**src/rtl/pid_pkg.sv**
```systemverilog
// Shared constants and FSM encoding for the GPSDO PI loop filter.
// The PWM generator and the bench import the same package.
package pid_pkg;

  localparam int DEF_PHASE_W         = 24;
  localparam int DEF_DUTY_W          = 16;
  localparam int DEF_DUTY_CENTER     = 35000;
  localparam int DEF_DUTY_MIN        = 1000;
  localparam int DEF_DUTY_MAX        = 64000;
  localparam int DEF_KP_SHIFT        = 4;
  localparam int DEF_KP_COARSE_SHIFT = 2;
  localparam int DEF_KI_SHIFT        = 8;
  localparam int DEF_ERR_CLAMP       = 1048575;
  localparam int DEF_COARSE_TH       = 5000000;
  localparam int DEF_LOCK_TH         = 100;
  localparam int DEF_UNLOCK_TH       = 1000;
  localparam int DEF_LOCK_CNT        = 16;

  typedef enum logic [2:0] {
    ST_IDLE  = 3'd0,
    ST_CLAMP = 3'd1,
    ST_INTEG = 3'd2,
    ST_SUM   = 3'd3,
    ST_OUT   = 3'd4
  } pid_state_e;

  // Two guard bits let the integrator reach +/-2 full duty ranges before it saturates.
  function automatic int acc_width(input int duty_w, input int ki_shift);
    return duty_w + ki_shift + 2;
  endfunction

endpackage

```
**src/rtl/pid_loop_filter_if.sv**
```systemverilog
// Phase-meter to loop-filter measurement link: signed error plus a one-cycle strobe.
interface pid_loop_filter_if #(
  parameter int PHASE_W = pid_pkg::DEF_PHASE_W
) ();

  logic signed [PHASE_W-1:0] Measure_Phase;
  logic                      Measure_Done;

  modport master (output Measure_Phase, output Measure_Done);
  modport slave  (input  Measure_Phase, input  Measure_Done);

endinterface

```
**src/rtl/pid_lock_detect.sv**
```systemverilog
// Lock detector: counts consecutive in-window samples, drops on large error,
// and holds its state in the hysteresis band between the two thresholds.
module pid_lock_detect
  import pid_pkg::*;
#(
  parameter int ABS_W     = DEF_PHASE_W + 1,
  parameter int LOCK_TH   = DEF_LOCK_TH,
  parameter int UNLOCK_TH = DEF_UNLOCK_TH,
  parameter int LOCK_CNT  = DEF_LOCK_CNT
) (
  input  logic             CLK_SYS,
  input  logic             CLK_RST,
  input  logic [ABS_W-1:0] i_abs_err,
  input  logic             i_coarse,
  input  logic             i_eval,
  output logic             o_lock
);

  localparam int                CNT_W      = $clog2(LOCK_CNT + 1);
  localparam logic [CNT_W-1:0]  CNT_FULL   = CNT_W'(LOCK_CNT);
  localparam logic [CNT_W-1:0]  CNT_ONE    = CNT_W'(1);
  localparam logic [ABS_W-1:0]  LOCK_LIM   = ABS_W'(LOCK_TH);
  localparam logic [ABS_W-1:0]  UNLOCK_LIM = ABS_W'(UNLOCK_TH);

  logic [CNT_W-1:0] r_cnt;
  logic             r_lock;
  logic             w_out_window;
  logic             w_in_window;

  assign w_out_window = i_coarse || (i_abs_err > UNLOCK_LIM);
  assign w_in_window  = (i_abs_err <= LOCK_LIM);

  // NOTE: clocked state uses non-blocking assignments so every register samples pre-edge values.
  always_ff @(posedge CLK_SYS or negedge CLK_RST) begin
    if (!CLK_RST) begin
      r_cnt  <= '0;
      r_lock <= 1'b0;
    end else if (i_eval) begin
      if (w_out_window) begin
        r_cnt  <= '0;
        r_lock <= 1'b0;
      end else if (w_in_window) begin
        if (r_cnt != CNT_FULL) r_cnt <= r_cnt + CNT_ONE;
        if (r_cnt >= CNT_FULL - CNT_ONE) r_lock <= 1'b1;
      end else begin
        r_cnt <= '0;
      end
    end
  end

  assign o_lock = r_lock;

endmodule

```
**src/rtl/pid_loop_filter.sv**
```systemverilog
// PI loop filter for OCXO steering: multi-cycle datapath turning each phase error
// into a saturated PWM duty, with integrator anti-windup and a lock indicator.
module pid_loop_filter
  import pid_pkg::*;
#(
  parameter int PHASE_W         = DEF_PHASE_W,
  parameter int DUTY_W          = DEF_DUTY_W,
  parameter int DUTY_CENTER     = DEF_DUTY_CENTER,
  parameter int DUTY_MIN        = DEF_DUTY_MIN,
  parameter int DUTY_MAX        = DEF_DUTY_MAX,
  parameter int KP_SHIFT        = DEF_KP_SHIFT,
  parameter int KP_COARSE_SHIFT = DEF_KP_COARSE_SHIFT,
  parameter int KI_SHIFT        = DEF_KI_SHIFT,
  parameter int ERR_CLAMP       = DEF_ERR_CLAMP,
  parameter int COARSE_TH       = DEF_COARSE_TH,
  parameter int LOCK_TH         = DEF_LOCK_TH,
  parameter int UNLOCK_TH       = DEF_UNLOCK_TH,
  parameter int LOCK_CNT        = DEF_LOCK_CNT
) (
  input  logic              CLK_SYS,
  input  logic              CLK_RST,
  pid_loop_filter_if.slave  meas,
  output logic [DUTY_W-1:0] PWM_Duty,
  output logic              Duty_Valid,
  output logic              Led_Lock,
  output logic              Busy,
  output logic              Overrun
);

  localparam int ABS_W  = PHASE_W + 1;
  localparam int ACC_W  = acc_width(DUTY_W, KI_SHIFT);
  localparam int ACCX_W = ACC_W + 1;
  localparam int SUM_W  = ((PHASE_W > ACC_W) ? PHASE_W : ACC_W) + 2;

  localparam logic signed [PHASE_W-1:0] ERRC_HI    = PHASE_W'(ERR_CLAMP);
  localparam logic signed [PHASE_W-1:0] ERRC_LO    = PHASE_W'(-ERR_CLAMP);
  localparam logic        [ABS_W-1:0]   COARSE_LIM = ABS_W'(COARSE_TH);
  localparam logic signed [ACCX_W-1:0]  ACC_HI     = {2'b00, {(ACC_W-1){1'b1}}};
  localparam logic signed [ACCX_W-1:0]  ACC_LO     = {2'b11, {(ACC_W-1){1'b0}}};
  localparam logic signed [SUM_W-1:0]   S_CENTER   = SUM_W'(DUTY_CENTER);
  localparam logic signed [SUM_W-1:0]   S_MIN      = SUM_W'(DUTY_MIN);
  localparam logic signed [SUM_W-1:0]   S_MAX      = SUM_W'(DUTY_MAX);

  pid_state_e                r_state;
  pid_state_e                w_state_next;

  logic signed [PHASE_W-1:0] r_err;
  logic signed [PHASE_W-1:0] r_errc;
  logic        [ABS_W-1:0]   r_abs;
  logic                      r_coarse;
  logic signed [ACC_W-1:0]   r_acc;
  logic        [DUTY_W-1:0]  r_duty;
  logic                      r_sat_hi;
  logic                      r_sat_lo;
  logic                      r_overrun;

  logic                      w_accept;
  logic                      w_do_clamp;
  logic                      w_do_integ;
  logic                      w_do_sum;

  logic signed [ABS_W-1:0]   w_err_x;
  logic        [ABS_W-1:0]   w_abs;
  logic                      w_coarse;
  logic signed [PHASE_W-1:0] w_errc;
  logic                      w_acc_hold;
  logic signed [ACCX_W-1:0]  w_acc_sum;
  logic signed [ACC_W-1:0]   w_acc_next;
  logic signed [PHASE_W-1:0] w_p;
  logic signed [ACC_W-1:0]   w_i;
  logic signed [SUM_W-1:0]   w_sum;
  logic                      w_sat_hi;
  logic                      w_sat_lo;
  logic        [DUTY_W-1:0]  w_duty_clamped;

  // ---------------------------------------------------------------- FSM
  always_ff @(posedge CLK_SYS or negedge CLK_RST) begin
    if (!CLK_RST) r_state <= ST_IDLE;
    else          r_state <= w_state_next;
  end

  always_comb begin
    // NOTE: the default assignment up front keeps every path driven, so no latch is inferred.
    w_state_next = r_state;
    case (r_state)
      ST_IDLE:  if (meas.Measure_Done) w_state_next = ST_CLAMP;
      ST_CLAMP: w_state_next = ST_INTEG;
      ST_INTEG: w_state_next = ST_SUM;
      ST_SUM:   w_state_next = ST_OUT;
      ST_OUT:   w_state_next = ST_IDLE;
      default:  w_state_next = ST_IDLE;
    endcase
  end

  // The SUM step commits duty and lock on its exit edge, so both are new while Duty_Valid is high.
  always_comb begin
    Busy       = (r_state != ST_IDLE);
    Duty_Valid = (r_state == ST_OUT);
    w_accept   = (r_state == ST_IDLE) && meas.Measure_Done;
    w_do_clamp = (r_state == ST_CLAMP);
    w_do_integ = (r_state == ST_INTEG);
    w_do_sum   = (r_state == ST_SUM);
  end

  // ---------------------------------------------------------------- datapath
  always_comb begin
    // One extra bit so the magnitude of the most negative error is representable.
    w_err_x = ABS_W'(r_err);
    w_abs   = w_err_x[ABS_W-1] ? ABS_W'(-w_err_x) : ABS_W'(w_err_x);
    w_coarse = (w_abs > COARSE_LIM);

    if (r_err > ERRC_HI)      w_errc = ERRC_HI;
    else if (r_err < ERRC_LO) w_errc = ERRC_LO;
    else                      w_errc = r_err;

    w_acc_hold = r_coarse
              || (r_sat_hi && !r_errc[PHASE_W-1] && (r_errc != '0))
              || (r_sat_lo &&  r_errc[PHASE_W-1]);

    w_acc_sum = ACCX_W'(r_acc) + ACCX_W'(r_errc);
    if (w_acc_sum > ACC_HI)      w_acc_next = ACC_HI[ACC_W-1:0];
    else if (w_acc_sum < ACC_LO) w_acc_next = ACC_LO[ACC_W-1:0];
    else                         w_acc_next = w_acc_sum[ACC_W-1:0];

    w_p   = r_coarse ? (r_errc >>> KP_COARSE_SHIFT) : (r_errc >>> KP_SHIFT);
    w_i   = r_acc >>> KI_SHIFT;
    w_sum = S_CENTER + SUM_W'(w_p) + SUM_W'(w_i);

    w_sat_hi = (w_sum > S_MAX);
    w_sat_lo = (w_sum < S_MIN);
    if (w_sat_hi)      w_duty_clamped = DUTY_W'(DUTY_MAX);
    else if (w_sat_lo) w_duty_clamped = DUTY_W'(DUTY_MIN);
    else               w_duty_clamped = w_sum[DUTY_W-1:0];
  end

  always_ff @(posedge CLK_SYS or negedge CLK_RST) begin
    if (!CLK_RST) begin
      r_err     <= '0;
      r_errc    <= '0;
      r_abs     <= '0;
      r_coarse  <= 1'b0;
      r_acc     <= '0;
      r_duty    <= DUTY_W'(DUTY_CENTER);
      r_sat_hi  <= 1'b0;
      r_sat_lo  <= 1'b0;
      r_overrun <= 1'b0;
    end else begin
      r_overrun <= meas.Measure_Done && Busy;
      if (w_accept) r_err <= meas.Measure_Phase;
      if (w_do_clamp) begin
        r_abs    <= w_abs;
        r_coarse <= w_coarse;
        r_errc   <= w_errc;
      end
      if (w_do_integ && !w_acc_hold) r_acc <= w_acc_next;
      if (w_do_sum) begin
        r_duty   <= w_duty_clamped;
        r_sat_hi <= w_sat_hi;
        r_sat_lo <= w_sat_lo;
      end
    end
  end

  pid_lock_detect #(
    .ABS_W     (ABS_W),
    .LOCK_TH   (LOCK_TH),
    .UNLOCK_TH (UNLOCK_TH),
    .LOCK_CNT  (LOCK_CNT)
  ) u_lock_detect (
    .CLK_SYS   (CLK_SYS),
    .CLK_RST   (CLK_RST),
    .i_abs_err (r_abs),
    .i_coarse  (r_coarse),
    .i_eval    (w_do_sum),
    .o_lock    (Led_Lock)
  );

  assign PWM_Duty = r_duty;
  assign Overrun  = r_overrun;

endmodule

```
**src/flat_wrapper.sv**
```systemverilog
// flat-port wrapper written by rule: the top's interface ports become plain ports
module pid_loop_filter_flat import pid_pkg::*;
#(
  parameter int PHASE_W         = DEF_PHASE_W,
  parameter int DUTY_W          = DEF_DUTY_W,
  parameter int DUTY_CENTER     = DEF_DUTY_CENTER,
  parameter int DUTY_MIN        = DEF_DUTY_MIN,
  parameter int DUTY_MAX        = DEF_DUTY_MAX,
  parameter int KP_SHIFT        = DEF_KP_SHIFT,
  parameter int KP_COARSE_SHIFT = DEF_KP_COARSE_SHIFT,
  parameter int KI_SHIFT        = DEF_KI_SHIFT,
  parameter int ERR_CLAMP       = DEF_ERR_CLAMP,
  parameter int COARSE_TH       = DEF_COARSE_TH,
  parameter int LOCK_TH         = DEF_LOCK_TH,
  parameter int UNLOCK_TH       = DEF_UNLOCK_TH,
  parameter int LOCK_CNT        = DEF_LOCK_CNT
)
  (CLK_SYS, CLK_RST, PWM_Duty, Duty_Valid, Led_Lock, Busy, Overrun, meas_Measure_Phase, meas_Measure_Done);
  pid_loop_filter_if #(.PHASE_W(PHASE_W)) meas_i ();
  input  logic CLK_SYS;
  input  logic CLK_RST;
  output logic [DUTY_W-1:0] PWM_Duty;
  output logic Duty_Valid;
  output logic Led_Lock;
  output logic Busy;
  output logic Overrun;
  input wire logic [$bits(meas_i.Measure_Phase)-1:0] meas_Measure_Phase;
  input wire logic [$bits(meas_i.Measure_Done)-1:0] meas_Measure_Done;
  assign meas_i.Measure_Phase = meas_Measure_Phase;
  assign meas_i.Measure_Done = meas_Measure_Done;
  pid_loop_filter #(.PHASE_W(PHASE_W), .DUTY_W(DUTY_W), .DUTY_CENTER(DUTY_CENTER), .DUTY_MIN(DUTY_MIN), .DUTY_MAX(DUTY_MAX), .KP_SHIFT(KP_SHIFT), .KP_COARSE_SHIFT(KP_COARSE_SHIFT), .KI_SHIFT(KI_SHIFT), .ERR_CLAMP(ERR_CLAMP), .COARSE_TH(COARSE_TH), .LOCK_TH(LOCK_TH), .UNLOCK_TH(UNLOCK_TH), .LOCK_CNT(LOCK_CNT)) u_core (.CLK_SYS(CLK_SYS), .CLK_RST(CLK_RST), .meas(meas_i), .PWM_Duty(PWM_Duty), .Duty_Valid(Duty_Valid), .Led_Lock(Led_Lock), .Busy(Busy), .Overrun(Overrun));
endmodule
```
**config.mk**
```make
export PLATFORM = sky130hd
export DESIGN_NAME = pid_loop_filter_flat
export DESIGN_NICKNAME = d
export VERILOG_FILES = /design/src/rtl/pid_pkg.sv /design/src/rtl/pid_loop_filter_if.sv /design/src/rtl/pid_lock_detect.sv /design/src/rtl/pid_loop_filter.sv /design/src/flat_wrapper.sv
export SDC_FILE = /design/constraint.sdc
export NUM_CORES = 1
export LEC_CHECK = 0
export CORE_UTILIZATION = 60
export CTS_BUF_LIST = sky130_fd_sc_hd__clkbuf_4 sky130_fd_sc_hd__clkbuf_8
export DETAILED_ROUTE_END_ITERATION = 8
export PLACE_DENSITY_LB_ADDON = 0.12
export SLEW_MARGIN = 20
export SYNTH_ARGS = -nofsm -noshare
export SYNTH_HDL_FRONTEND = slang
export SYNTH_SLANG_ARGS = --single-unit
```
**constraint.sdc**
```tcl
create_clock -name CLK_SYS -period 5.85 [get_ports CLK_SYS]
set_input_delay 1.17 -clock CLK_SYS [delete_from_list [all_inputs] [get_ports CLK_SYS]]
set_output_delay 1.17 -clock CLK_SYS [all_outputs]
set_load 0.03 [all_outputs]
```
==> out/metrics.csv <==
stage,metric,value,unit
run_status,outcome,"finished, final reports clean",
cts,CTS tree,yes,
grt,global-route wire length before repair,37.4,mm
timing,final hold vios,0,
timing,RSZ-0062 raised after global routing,false,
worst_setup_path,WP data arrival,4.99,ns
worst_setup_path,CP bufs+invs,1,
hold_path,hold path start,u_core.r_abs[6]$_DFFE_PN0P_,
detailed_routing,Final Routed Wirelength,22.2,mm
run,max_cap viols,0,
floorplan,I/O pins,47,
hold_path,Hold Path Depth,2,
detailed_routing,routed vias/inst,6.22,
place,DP HPWL,16.5,mm
cts,Clock H-tree levels,4,
floorplan,std cell rows,44,
timing,setup_tns,0,ns
worst_setup_path,"Cell Chain, Critical Path","buf_4, mux2_2, ha_1, fa_1, a211oi_1, o21ai_0, a21oi_1, o211ai_1, xor2_1, nor4_1, nand3_2, or4_1, o31ai_2",
timing,Max-slew headroom,31.2,%
worst_setup_path,R2R depth,13,
yosys,XOR/XNOR Fraction of Synth Area,5.52,%
yosys,Post-synth EDFFs,0,
floorplan,Chip Height,126,um
worst_setup_path,worst path required time,6.21,ns
worst_setup_path,Slowest cell on crit path,or4_1,
place,IO Port Bufs,46,
floorplan,die width,126,um
cts,Clock transition at path regs,0.08,ns
cells_and_area,"Net count, final",1178,
worst_setup_path,CP startpoint kind,flop,
detailed_routing,WL/cell,17.4,um
cells_and_area,"leading cell type in the layout, fill and taps excluded",nand2_1,
cells_and_area,# diodes,0,
worst_setup_path,CP endpoint kind,flop,
yosys,Synth Area in Adders,10.6,%
worst_setup_path,reg-to-reg critical path endpoint,u_core.PWM_Duty[4]$_DFFE_PN1P_,
detailed_routing,Vias,7908,
yosys,mux cell area share after synthesis,5.31,%
yosys,main combinational cell family by area after synthesis,compound AO/OA/AOI/OAI gates,
detailed_routing,DRC viols,0,
worst_setup_path,"delay-heaviest family, CP",compound AO/OA/AOI/OAI gates,
cts,Clock Latency Late Sink,0.45,ns
yosys,Yosys reg bits,128,
worst_setup_path,Setup CP Type,reg -> reg,
yosys,"Async S/R FF share, synth",100,%
detailed_routing,TritonRoute pass-1 iters,5,
hold_path,Hold/Removal Path Class,reg -> reg,
cts,post-CTS setup buffer count,0,
detailed_routing,Initial DRC Count,729,
yosys,syn nets,1156,
yosys,"Cell Area, Synth",0.00920,sq mm
yosys,largest area contributor in the netlist,dfrtp_1,
worst_setup_path,reg2reg start,u_core.r_coarse$_DFFE_PN0P_,
yosys,post-synth cell types,80,
place,gpl congestion,0.901,
yosys,Synth area leaders,"dfrtp_1 33%, ha_1 10%, nand2_1 5.6%",
timing,min Tclk post-route,4.63,ns
cells_and_area,fillcell total,1223,
yosys,post-synth top area share,33.2,%
hold_path,Hold Crit Endpoint,u_core.r_abs[6]$_DFFE_PN0P_,
grt,vias in the first global route,7211,
timing,final setup violation count,0,
floorplan,Initial Util,62.3,%
floorplan,core area,0.0148,sq mm
yosys,top_reg_cell synth,dfrtp_1,
yosys,syn_area_per_cell,8.73,sq um
yosys,Compound-Gate Fraction of Synth Area,21.5,%
floorplan,die area,0.0158,sq mm
cts,CTS Buf Count,17,
timing,hold_ws,0.480,ns
cells_and_area,share of layout cells above drive strength 1,8.92,%
timing,slew at the pin closest to its max-slew limit,1.02,ns
grt,Congestion Overflow GR,0,
cts,Resize count post-CTS,0,
cells_and_area,"commonest non-fill, non-tap cells in the layout","136 x nand2_1, 122 x dfrtp_1, 98 x o21ai_0",
worst_setup_path,CP max FO,20,
timing,Max Clk Rate,216,MHz
worst_setup_path,R2R setup slack,1.22,ns
yosys,Simple-Gate Fraction of Synth Area,18.4,%
detailed_routing,count of antenna-violating nets left after detailed routing,0,
cts,hold_buf cts,0,
cts,Clock Tree Buf Depth,2,
cells_and_area,area growth from synthesis to layout,9.88,%
timing,Final period util,79.2,%
timing,Layout Skew,0.0112,ns
yosys,Post-Syn Instances,1053,
grt,All-Layer GR Usage,29.5,%
cells_and_area,share of the core filled with cells,68.5,%
worst_setup_path,CP max stage delay,0.57,ns
cts,TritonCTS Sinks,128,
cts,Root Driver,clkbuf_8,
timing,Final Max Slew Viols,0,
yosys,YS warnings,0,
yosys,"Seq/Total Area, Yosys",34.9,%
grt,initial antenna violation count,0,
grt,largest net degree at the start of global routing,81,
per-stage QoR:
step	cell area [sq um]	setup WS, ns	instances
after global routing	10100	0.910	1272
after floorplan	9200	1.69	1053
after CTS	10100	1.27	1272
after global placement	9730	1.41	1240
final	10100	1.22	1272
after detailed placement	9730	1.29	1240
flip-flops by register name (all words and copies together) (netlist names):
name and flops:
u_core.r_state 3, u_core.r_acc 26, u_core.PWM_Duty 16, u_core.r_coarse 1, u_core.u_lock_detect.r_cnt 5, u_core.r_err 24
u_core.r_sat_hi 1, u_core.Overrun 1, u_core.r_errc 24, u_core.r_sat_lo 1, u_core.u_lock_detect.o_lock 1, u_core.r_abs 25
routing by layer:
layer	GRT usage (%)	vias up	wire (um)
li1	-	3873	-
met4	6.17	0	308
met5	0	-	0
met3	5.35	37	1220
met2	45.5	240	9860
met1	43.3	3758	10800
how the worst max path moves through the flow:
stage	cells past startpoint	slack [ns]	to	start
CTS	13	1.27	u_core.PWM_Duty[4]$_DFFE_PN1P_	u_core.r_coarse$_DFFE_PN0P_
finish	13	1.22	u_core.PWM_Duty[4]$_DFFE_PN1P_	u_core.r_coarse$_DFFE_PN0P_
global placement	13	1.41	u_core.PWM_Duty[4]$_DFFE_PN1P_	u_core.r_coarse$_DFFE_PN0P_
detailed placement	13	1.29	u_core.PWM_Duty[4]$_DFFE_PN1P_	u_core.r_coarse$_DFFE_PN0P_
global route	13	0.91	u_core.PWM_Duty[4]$_DFFE_PN1P_	u_core.r_coarse$_DFFE_PN0P_
floorplan	14	1.69	u_core.PWM_Duty[4]$_DFFE_PN1P_	u_core.r_coarse$_DFFE_PN0P_
worst reg2reg max path: stages (launching register included):
cell and delay [ns]:
dfrtp_1 0.48, buf_4 0.32, mux2_2 0.37, ha_1 0.32, fa_1 0.49, a211oi_1 0.26, o21ai_0 0.21, a21oi_1 0.45
o211ai_1 0.18, xor2_1 0.17, nor4_1 0.29, nand3_2 0.25, or4_1 0.57, o31ai_2 0.18
kinds of logic after synthesis:
family                     Yosys count
DFF                                128
muxes                               44
AOI/OAI and AO/OA                  301
buffers and inverters               87
adders and majority gates           77
xor gates and xnor gates            58
and+or+nand+nor                    358
layout make-up:
class | instances | area (sq um) | area share [%]
clock buffer | 20 | 269 | 2.66
clock inverter | 12 | 98.8 | 0.978
inverter | 38 | 143 | 1.41
multi-input combinational | 838 | 5650 | 55.9
sequential | 128 | 3210 | 31.8
tap | 184 | 230 | 2.28
timing repair buffer | 52 | 507 | 5.01
synthesized netlist by cell type, types with 5 or more instances:
cell and instances:
buf_2 7, and2_1 5, a21oi_1 55, a31oi_1 7, nor3_1 12, or4_1 6, a21o_1 18, and3_1 6
nand2_1 136, o22ai_1 5, inv_1 37, o21ai_0 98, nor2_1 95, mux2_2 34, nand4_1 13, ha_1 74
dfrtp_1 122, nor4_1 18, o41ai_1 7, xor2_1 32, o22a_1 22, o21a_1 10, nor2b_1 22, dfstp_2 6
nand3_1 16, or3_1 9, clkbuf_1 38, o21bai_1 9, a211oi_1 12, o211ai_1 6, xnor2_1 26, o31ai_1 13
mux2i_1 9
Power is left out: the tool's default activity adds up to more than one toggle a clock period on the data nets, which glitch-free logic cannot reach.
